## src/rtl/sap_controller_sequencer_if.sv

```systemverilog
// Control-word bundle between the SAP sequencer and the datapath it steers.
interface sap_controller_sequencer_if;
  logic [3:0] opcode;
  logic       carry;
  logic       zero;
  logic       cp, ep, lp, lm, ce, li, ei, la, ea, su, eu, lb, lo;
  logic       hlt;
  logic [5:0] t_state;

  modport master (
    input  opcode, carry, zero,
    output cp, ep, lp, lm, ce, li, ei, la, ea, su, eu, lb, lo, hlt, t_state
  );

  modport slave (
    output opcode, carry, zero,
    input  cp, ep, lp, lm, ce, li, ei, la, ea, su, eu, lb, lo, hlt, t_state
  );
endinterface

```

## src/rtl/sap_controller_sequencer.sv

```systemverilog
// SAP CPU sequencer: six-state one-hot T-ring with opcode decode into the
// datapath control word, plus a sticky halt register that only clr clears.
module sap_controller_sequencer (
  input  logic                          clk,
  input  logic                          clr,
  sap_controller_sequencer_if.master    bus
);

  typedef enum logic [5:0] {
    T1 = 6'b000001,
    T2 = 6'b000010,
    T3 = 6'b000100,
    T4 = 6'b001000,
    T5 = 6'b010000,
    T6 = 6'b100000
  } t_state_e;

  localparam logic [3:0] OP_LDA = 4'b0000;
  localparam logic [3:0] OP_ADD = 4'b0001;
  localparam logic [3:0] OP_SUB = 4'b0010;
  localparam logic [3:0] OP_JMP = 4'b0011;
  localparam logic [3:0] OP_JC  = 4'b0100;
  localparam logic [3:0] OP_JZ  = 4'b0101;
  localparam logic [3:0] OP_OUT = 4'b1110;
  localparam logic [3:0] OP_HLT = 4'b1111;

  t_state_e state, state_next;
  logic     halt, halt_next;

  always_ff @(posedge clk) begin
    if (clr) begin
      state <= T1;
      halt  <= 1'b0;
    end else begin
      state <= state_next;
      halt  <= halt_next;
    end
  end

  // Halt sets on the edge ending T4, so the frozen state is always T5.
  always_comb begin
    state_next = state;
    halt_next  = halt;
    if (!halt) begin
      case (state)
        T1: state_next = T2;
        T2: state_next = T3;
        T3: state_next = T4;
        T4: begin
          state_next = T5;
          if (bus.opcode == OP_HLT) halt_next = 1'b1;
        end
        T5: state_next = T6;
        T6: state_next = T1;
        default: state_next = T1;
      endcase
    end
  end

  always_comb begin
    bus.cp = 1'b0;
    bus.ep = 1'b0;
    bus.lp = 1'b0;
    bus.lm = 1'b0;
    bus.ce = 1'b0;
    bus.li = 1'b0;
    bus.ei = 1'b0;
    bus.la = 1'b0;
    bus.ea = 1'b0;
    bus.su = 1'b0;
    bus.eu = 1'b0;
    bus.lb = 1'b0;
    bus.lo = 1'b0;
    if (!clr && !halt) begin
      case (state)
        T1: begin bus.ep = 1'b1; bus.lm = 1'b1; end
        T2: bus.cp = 1'b1;
        T3: begin bus.ce = 1'b1; bus.li = 1'b1; end
        T4: begin
          case (bus.opcode)
            OP_LDA, OP_ADD, OP_SUB: begin bus.ei = 1'b1; bus.lm = 1'b1; end
            OP_JMP: begin bus.ei = 1'b1; bus.lp = 1'b1; end
            OP_JC:  begin bus.ei = bus.carry; bus.lp = bus.carry; end
            OP_JZ:  begin bus.ei = bus.zero;  bus.lp = bus.zero;  end
            OP_OUT: begin bus.ea = 1'b1; bus.lo = 1'b1; end
            default: ;
          endcase
        end
        T5: begin
          case (bus.opcode)
            OP_LDA:         begin bus.ce = 1'b1; bus.la = 1'b1; end
            OP_ADD, OP_SUB: begin bus.ce = 1'b1; bus.lb = 1'b1; end
            default: ;
          endcase
        end
        T6: begin
          if (bus.opcode == OP_ADD || bus.opcode == OP_SUB) begin
            bus.eu = 1'b1;
            bus.la = 1'b1;
            bus.su = (bus.opcode == OP_SUB);
          end
        end
        default: ;
      endcase
    end
  end

  assign bus.hlt     = halt;
  assign bus.t_state = clr ? T1 : state;

endmodule

```

## src/flat_wrapper.sv

```systemverilog
// flat-port wrapper written by rule: the top's interface ports become plain ports
module sap_controller_sequencer_flat 
  (clk, clr, bus_opcode, bus_carry, bus_zero, bus_cp, bus_ep, bus_lp, bus_lm, bus_ce, bus_li, bus_ei, bus_la, bus_ea, bus_su, bus_eu, bus_lb, bus_lo, bus_hlt, bus_t_state);
  sap_controller_sequencer_if bus_i ();
  input  logic clk;
  input  logic clr;
  input wire logic [$bits(bus_i.opcode)-1:0] bus_opcode;
  input wire logic [$bits(bus_i.carry)-1:0] bus_carry;
  input wire logic [$bits(bus_i.zero)-1:0] bus_zero;
  output wire logic [$bits(bus_i.cp)-1:0] bus_cp;
  output wire logic [$bits(bus_i.ep)-1:0] bus_ep;
  output wire logic [$bits(bus_i.lp)-1:0] bus_lp;
  output wire logic [$bits(bus_i.lm)-1:0] bus_lm;
  output wire logic [$bits(bus_i.ce)-1:0] bus_ce;
  output wire logic [$bits(bus_i.li)-1:0] bus_li;
  output wire logic [$bits(bus_i.ei)-1:0] bus_ei;
  output wire logic [$bits(bus_i.la)-1:0] bus_la;
  output wire logic [$bits(bus_i.ea)-1:0] bus_ea;
  output wire logic [$bits(bus_i.su)-1:0] bus_su;
  output wire logic [$bits(bus_i.eu)-1:0] bus_eu;
  output wire logic [$bits(bus_i.lb)-1:0] bus_lb;
  output wire logic [$bits(bus_i.lo)-1:0] bus_lo;
  output wire logic [$bits(bus_i.hlt)-1:0] bus_hlt;
  output wire logic [$bits(bus_i.t_state)-1:0] bus_t_state;
  assign bus_i.opcode = bus_opcode;
  assign bus_i.carry = bus_carry;
  assign bus_i.zero = bus_zero;
  assign bus_cp = bus_i.cp;
  assign bus_ep = bus_i.ep;
  assign bus_lp = bus_i.lp;
  assign bus_lm = bus_i.lm;
  assign bus_ce = bus_i.ce;
  assign bus_li = bus_i.li;
  assign bus_ei = bus_i.ei;
  assign bus_la = bus_i.la;
  assign bus_ea = bus_i.ea;
  assign bus_su = bus_i.su;
  assign bus_eu = bus_i.eu;
  assign bus_lb = bus_i.lb;
  assign bus_lo = bus_i.lo;
  assign bus_hlt = bus_i.hlt;
  assign bus_t_state = bus_i.t_state;
  sap_controller_sequencer u_core (.clk(clk), .clr(clr), .bus(bus_i));
endmodule
```

## config.mk

```make
export PLATFORM = sky130hd
export DESIGN_NAME = sap_controller_sequencer_flat
export DESIGN_NICKNAME = d
export VERILOG_FILES = /design/src/rtl/sap_controller_sequencer_if.sv /design/src/rtl/sap_controller_sequencer.sv /design/src/flat_wrapper.sv
export SDC_FILE = /design/constraint.sdc
export NUM_CORES = 1
export LEC_CHECK = 0
export ABC_AREA = 1
export ABC_CLOCK_PERIOD_IN_PS = 1700
export BUFFER_PORTS_ARGS = -buffer_cell sky130_fd_sc_hd__buf_2
export CORE_ASPECT_RATIO = 1.5
export CORE_MARGIN = 2
export CORE_UTILIZATION = 30
export DETAILED_ROUTE_END_ITERATION = 8
export GPL_TIMING_DRIVEN = 0
export MAX_ROUTING_LAYER = met4
export PLACE_DENSITY = 0.6
export SYNTH_ARGS = -nofsm -noshare
export SYNTH_HDL_FRONTEND = slang
export SYNTH_SLANG_ARGS = --single-unit
```

## constraint.sdc

```tcl
create_clock -name clk -period 1.7 [get_ports clk]
set_input_delay 0 -clock clk [delete_from_list [all_inputs] [get_ports clk]]
set_output_delay 0 -clock clk [all_outputs]
set_load 0.1 [all_outputs]
```

==> results of run 1 <==
==> timing repair <==
action / CTS / global route
pin swaps: 0 / 1
endpoints found under the hold margin: 1 / 0
hold buffers: 1 / 0
setup endpoints to repair: 5 / 6
setup buffers: 0 / 1
resized for setup: 5 / 4
==> state kept, by name (all words and copies together), names as in the netlist <==
register        flops
u_core.bus.hlt      1
u_core.state        6
==> power by group through the flow <==
| stage | Sequential [mW] | Clock [mW] | Combinational, mW |
|---|---|---|---|
| 6_report | 0.216 | 0.159 | 0.493 |
| 5_1_grt | 0.218 | 0.168 | 0.528 |
| 4_1_cts | 0.217 | 0.164 | 0.492 |
| 3_5_place_dp | 0.220 | 0 | 0.489 |
| 3_3_place_gp | 0.219 | 0 | 0.486 |
| 2_1_floorplan | 0.216 | 0 | 0.420 |
==> worst min-delay path by stage <==
stage	depth (start not counted)	slack (ns)	endpoint
2_1_floorplan	2	0.20	u_core.bus.hlt$_SDFF_PP0_
3_3_place_gp	2	0.22	u_core.bus.hlt$_SDFF_PP0_
3_5_place_dp	2	0.23	u_core.bus.hlt$_SDFF_PP0_
4_1_cts	4	0.06	u_core.state[2]$_SDFFE_PP0N_
5_1_grt	4	0.07	u_core.state[2]$_SDFFE_PP0N_
6_report	4	0.05	u_core.state[2]$_SDFFE_PP0N_
==> cells in the final DEF, fill, tap and decap left out, types with 2 or more instances in the layout <==
| cell type | count |
|---|---|
| clkbuf_4 | 7 |
| nor2_2 | 10 |
| o21ai_2 | 2 |
| inv_2 | 2 |
| nand4_1 | 2 |
| nand3_1 | 4 |
| dfxtp_1 | 6 |
| o21ai_1 | 2 |
| nor2_4 | 6 |
| buf_6 | 2 |
| inv_1 | 13 |
| nand2_2 | 2 |
| nand3_2 | 2 |
| o22ai_1 | 2 |
| nand2_1 | 24 |
| buf_2 | 17 |
| nor3_4 | 2 |
| nor2_1 | 11 |
| buf_4 | 6 |
==> cell families (layout without fill, tap and decap cells) <==
family                 count (synthesis)  count (layout)  synth area share [%]
buffers and inverters                 18              50                  13.3
AOI/OAI and AO/OA                      7               7                  6.75
and+or+nand+nor                       66              66                  57.1
DFF                                    7               7                  22.9
==> metrics by stage <==
| step | power, mW | TNS, ns | instance area, um2 |
|---|---|---|---|
| floorplan | 0.636 | -0.846 | 663 |
| global placement | 0.705 | 0 | 821 |
| detailed placement | 0.709 | 0 | 821 |
| CTS | 0.873 | 0 | 870 |
| global route | 0.914 | 0 | 887 |
| finish | 0.867 | 0 | 887 |
==> cell type report <==
type                            instances  area share [%]
Multi-Input combinational cell         73            48.9
Timing Repair Buffer                   28            19.2
Sequential cell                         7            16.2
Inverter                               16            7.05
Tap cell                               22            3.10
Clock buffer                            4            2.96
Buffer                                  2            2.54
==> tightest hold or removal path: cells and delay by family <==
family,cells,cell delay [ns]
AO/OA/AOI/OAI,1,0.05
buffers and inverters,1,0.12
AND/OR/NAND/NOR,2,0.09
==> per-layer routing <==
metal  share of wire [%]  GRT usage [%]  up-vias
met5                   0              -        -
li1                    -              -      366
met4                 2.8           8.57        0
met1                  39           15.2      295
met2                  53           24.3       24
met3                 5.2           1.13        5
==> out/metrics.csv, run 1 <==
metric,value,unit
maxCapViolations,0,
crit_type,flip-flop to output port,
place_ws,0.180,ns
synthToLayoutAreaGrowth,45.0,%
worstSetupPathDepth,5,
crit_end,bus_lo,
power_frac_comb,56.8,%
critPathMaxFanout,7,
cts_max_level,1,
endpoint_kind,output port,
leakage,0.466,nW
final_cells,152,
n_antenna_cell,0,
coreArea,1980,um2
post-route-util,44.9,%
routabilityCongestion,0.731,
dpl.hpwl,1290,um
cp_slowest_cell,dfxtp_4,
cts_made_buffers,3,
synth_top_area_cell,dfxtp_1,
seq_area,144,um2
cp_cell_sequence,nor2_4 > nand3_1 > nor3_4 > buf_6 > buf_4,
status,"finished, final reports clean",
grt_use_total,14.4,%
syn_nets,106,
yosysUniqueCellTypes,22,
relSlewSlack,67.9,%
route.detailed.drc,0,
power.density,978,nW/um2
synth-edff-count,0,
overflow,0,
start_util,30.9,%
rsz0062_at_grt,false,
switching_share,56.8,%
whs,0.0507,ns
syn_area_per_cell,6.24,um2
final.min_clock_period,1.60,ns
min-delay-start,clr,
via_per_inst,4.54,
synth_area,612,um2
finalHoldViolCount,0,
finalClockSkew,0.000546,ns
setup_viol,0,
final_layout_size_suffix_gt1_share,46.9,%
synthTopCellsByCount,"24 x nand2_1, 18 x nor2_1, 13 x inv_1",
die_area,2420,um2
rows,20,
clk_latency,0.26,ns
post-place-cells,146,
drtIter0Drc,4,
first_global_vias,622,
cts_tree,built,
ios,28,
wl_per_cell,10.0,um
grt_pass1_wl,2370,um
yosysSeqAreaShare,22.9,%
fin_ws,0.0966,ns
netlist_top_cells_area,"dfxtp_1 23%, nand2_1 15%, nor2_1 11%, inv_1 8.0%, nor2_4 7.4%",
path_buf_inv,2,
fillers,221,
yosysWarnings,0,
yosysMostFrequentCell,nand2_1,
routed_wl,1530,um
hold_class,input pin to flip-flop,
drv_slew,0,
ys_seq_elements,7,
r2r_start,u_core.state[4]$_SDFFE_PP0N_,
async_flop_share,0,%
grt_max_degree,11,
synth_top_area_share,22.9,%
switchingPower,0.492,mW
vdd_drop_max,0.000489,V
max_freq,0.624,GHz
power.internal,0.375,mW
slowest_delay,0.37,ns
seqPwrFrac,24.9,%
io_buffers,26,
syn_inst,98,
nNetsFinal,139,
reg2regPathDepth,7,
cts_sinks,7,
antenna_found_initial,0,
multi_input_area,434,um2
worst_slew_pin_slew,0.485,ns
critPathRequiredTime,1.70,ns
power.share.clock,18.3,%
rrSetupSlack,0.63,ns
crit_path_start,u_core.bus.hlt$_SDFF_PP0_,
crit_family,simple AND/OR/NAND/NOR gates,
fin_crit_sh,94.3,%
clockRootBuffer,clkbuf_4,
clk_pin_slew,0.05,ns
antenna_left,0,
clk_path_buf_depth,2,
vias,690,
drtPass1Iterations,4,
cp.arrival,1.60,ns
die_h,59.3,um
die_x,40.9,um
synth_ff_type,dfxtp_1,
worst_setup_path_start_kind,flip-flop,
r2r-end,u_core.state[0]$_SDFFE_PP1N_,
Note: power is estimated with default switching activity, not from simulation.
==> inputs of run 2 (changes only) <==
- REMOVE_ABC_BUFFERS: unset -> 1
==> run 2 against run 1 <==
Compared with the run above:
- clock-buffer cell count stayed put
- critical path depth is 1 lower
- via count is 0.72% higher
- maximum frequency is 1.7% lower
- total power is 0.74% lower
- critical path type unchanged
==> out/metrics.csv, run 2 (synthesized netlist as in run 1, its figures left out) <==
metric,value,unit
relSlewSlack,67.9,%
finalHoldViolCount,0,
seq_area,140,um2
nNetsFinal,136,
die_x,40.9,um
fin_ws,0.0682,ns
worst_setup_path_start_kind,flip-flop,
finalClockSkew,0.00602,ns
status,"finished, final reports clean",
rows,20,
drv_slew,0,
cts_sinks,7,
largest_reg_flops,6,
vias,695,
clockRootBuffer,clkbuf_4,
final_common_cell,nand2_1,
coreArea,1980,um2
vdd_drop_max,0.000603,V
die_h,59.3,um
n_antenna_cell,0,
final_layout_size_suffix_gt1_share,39.4,%
cp_cell_sequence,nor2_4 > nand3_1 > nor3_2 > buf_2,
dpl.hpwl,1280,um
antenna_found_initial,0,
post_cts_buffers,0,
slowest_delay,0.45,ns
cts_max_level,1,
via_per_inst,4.66,
grt_pass1_wl,2550,um
fin_crit_sh,96.0,%
critPathRequiredTime,1.70,ns
die_area,2420,um2
clk_latency,0.26,ns
crit_family,simple AND/OR/NAND/NOR gates,
hold_class,input pin to flip-flop,
clk_pin_slew,0.06,ns
path_buf_inv,1,
final_cells,149,
first_global_vias,650,
rsz0062_at_grt,true,
critPathMaxFanout,7,
drtIter0Drc,7,
clk_path_buf_depth,2,
power.density,1080,nW/um2
cp_slowest_cell,buf_2,
route.detailed.drc,0,
routabilityCongestion,0.869,
routed_wl,1520,um
overflow,0,
start_util,30.9,%
place_ws,0.298,ns
final_cell_mix,"24 x nand2_1, 21 x buf_2, 18 x nor2_1",
leakage,0.426,nW
max_freq,0.613,GHz
post-place-cells,145,
maxCapViolations,0,
largest-register,u_core.state,
multi_input_area,390,um2
final.min_clock_period,1.63,ns
wl_per_cell,10.2,um
worst_slew_pin_slew,0.485,ns
cp.arrival,1.63,ns
io_buffers,27,
cts_tree,built,
setup_viol,0,
grt_max_degree,11,
endpoint_kind,output port,
cts_made_buffers,3,
drtPass1Iterations,4,
synthToLayoutAreaGrowth,30.3,%
grt_use_total,15.6,%
crit_type,flip-flop to output port,
antenna_left,0,
ios,28,
fillers,221,
[run 2: cell count changes in the layout (fill, tap and decap cells not counted), moves of 4 or more]
cell	previous run	this run
nor2_1	11	18
buf_4	6	0
nor2_2	10	5
buf_2	17	21
[run 2: final cells by class]
| cell class | instances | area share, % |
|---|---|---|
| Timing Repair Buffer | 27 | 18.8 |
| Clock buffer | 4 | 3.30 |
| Sequential cell | 7 | 17.6 |
| Tap cell | 22 | 3.45 |
| Inverter | 16 | 7.85 |
| Multi-Input combinational cell | 73 | 49.0 |
[run 2: layer usage]
metal	global-route usage (%)	wire length, um
met4	11.0	51
met1	15.7	534
met5	-	0
met3	1.13	68
met2	26.3	866
[run 2: path summary, 6_finish.rpt]
| check | from | endpoint | slack (ns) | cells after the start |
|---|---|---|---|---|
| worst min-delay path | clr | u_core.bus.hlt$_SDFF_PP0_ | 0.06 | 2 |
| worst max register to register | u_core.state[0]$_SDFFE_PP1N_ | u_core.state[0]$_SDFFE_PP1N_ | 0.65 | 7 |
| worst max-delay path | u_core.bus.hlt$_SDFF_PP0_ | bus_ea | 0.07 | 4 |
| worst min register to register | u_core.state[5]$_SDFFE_PP0N_ | u_core.state[5]$_SDFFE_PP0N_ | 0.58 | 2 |
[run 2: per-stage QoR]
| step | hold WS [ns] | util (%) | power, mW | cell area, um2 | TNS, ns |
|---|---|---|---|---|---|
| floorplan | 0.0715 | - | 0.622 | 593 | -9.71 |
| global placement | 0.325 | 38.2 | 0.699 | 756 | 0 |
| detailed placement | 0.331 | 38.2 | 0.700 | 756 | 0 |
| CTS | 0.0621 | 39.6 | 0.858 | 782 | 0 |
| global route | 0.0649 | 40.3 | 0.909 | 797 | -0.00863 |
| finish | 0.0578 | 40.3 | 0.861 | 797 | 0 |
[run 2: what timing repair did]
item                                    4_1_cts  5_1_grt
hold buffers                                  0        0
resized for setup                             0        6
endpoints found under the setup margin        0        8
endpoints found under the hold margin         0        0
[run 2: report_power, final]
group,switching (mW),internal [mW]
registers,0.0319,0.189
logic,0.390,0.0917
clock network,0.0685,0.0900
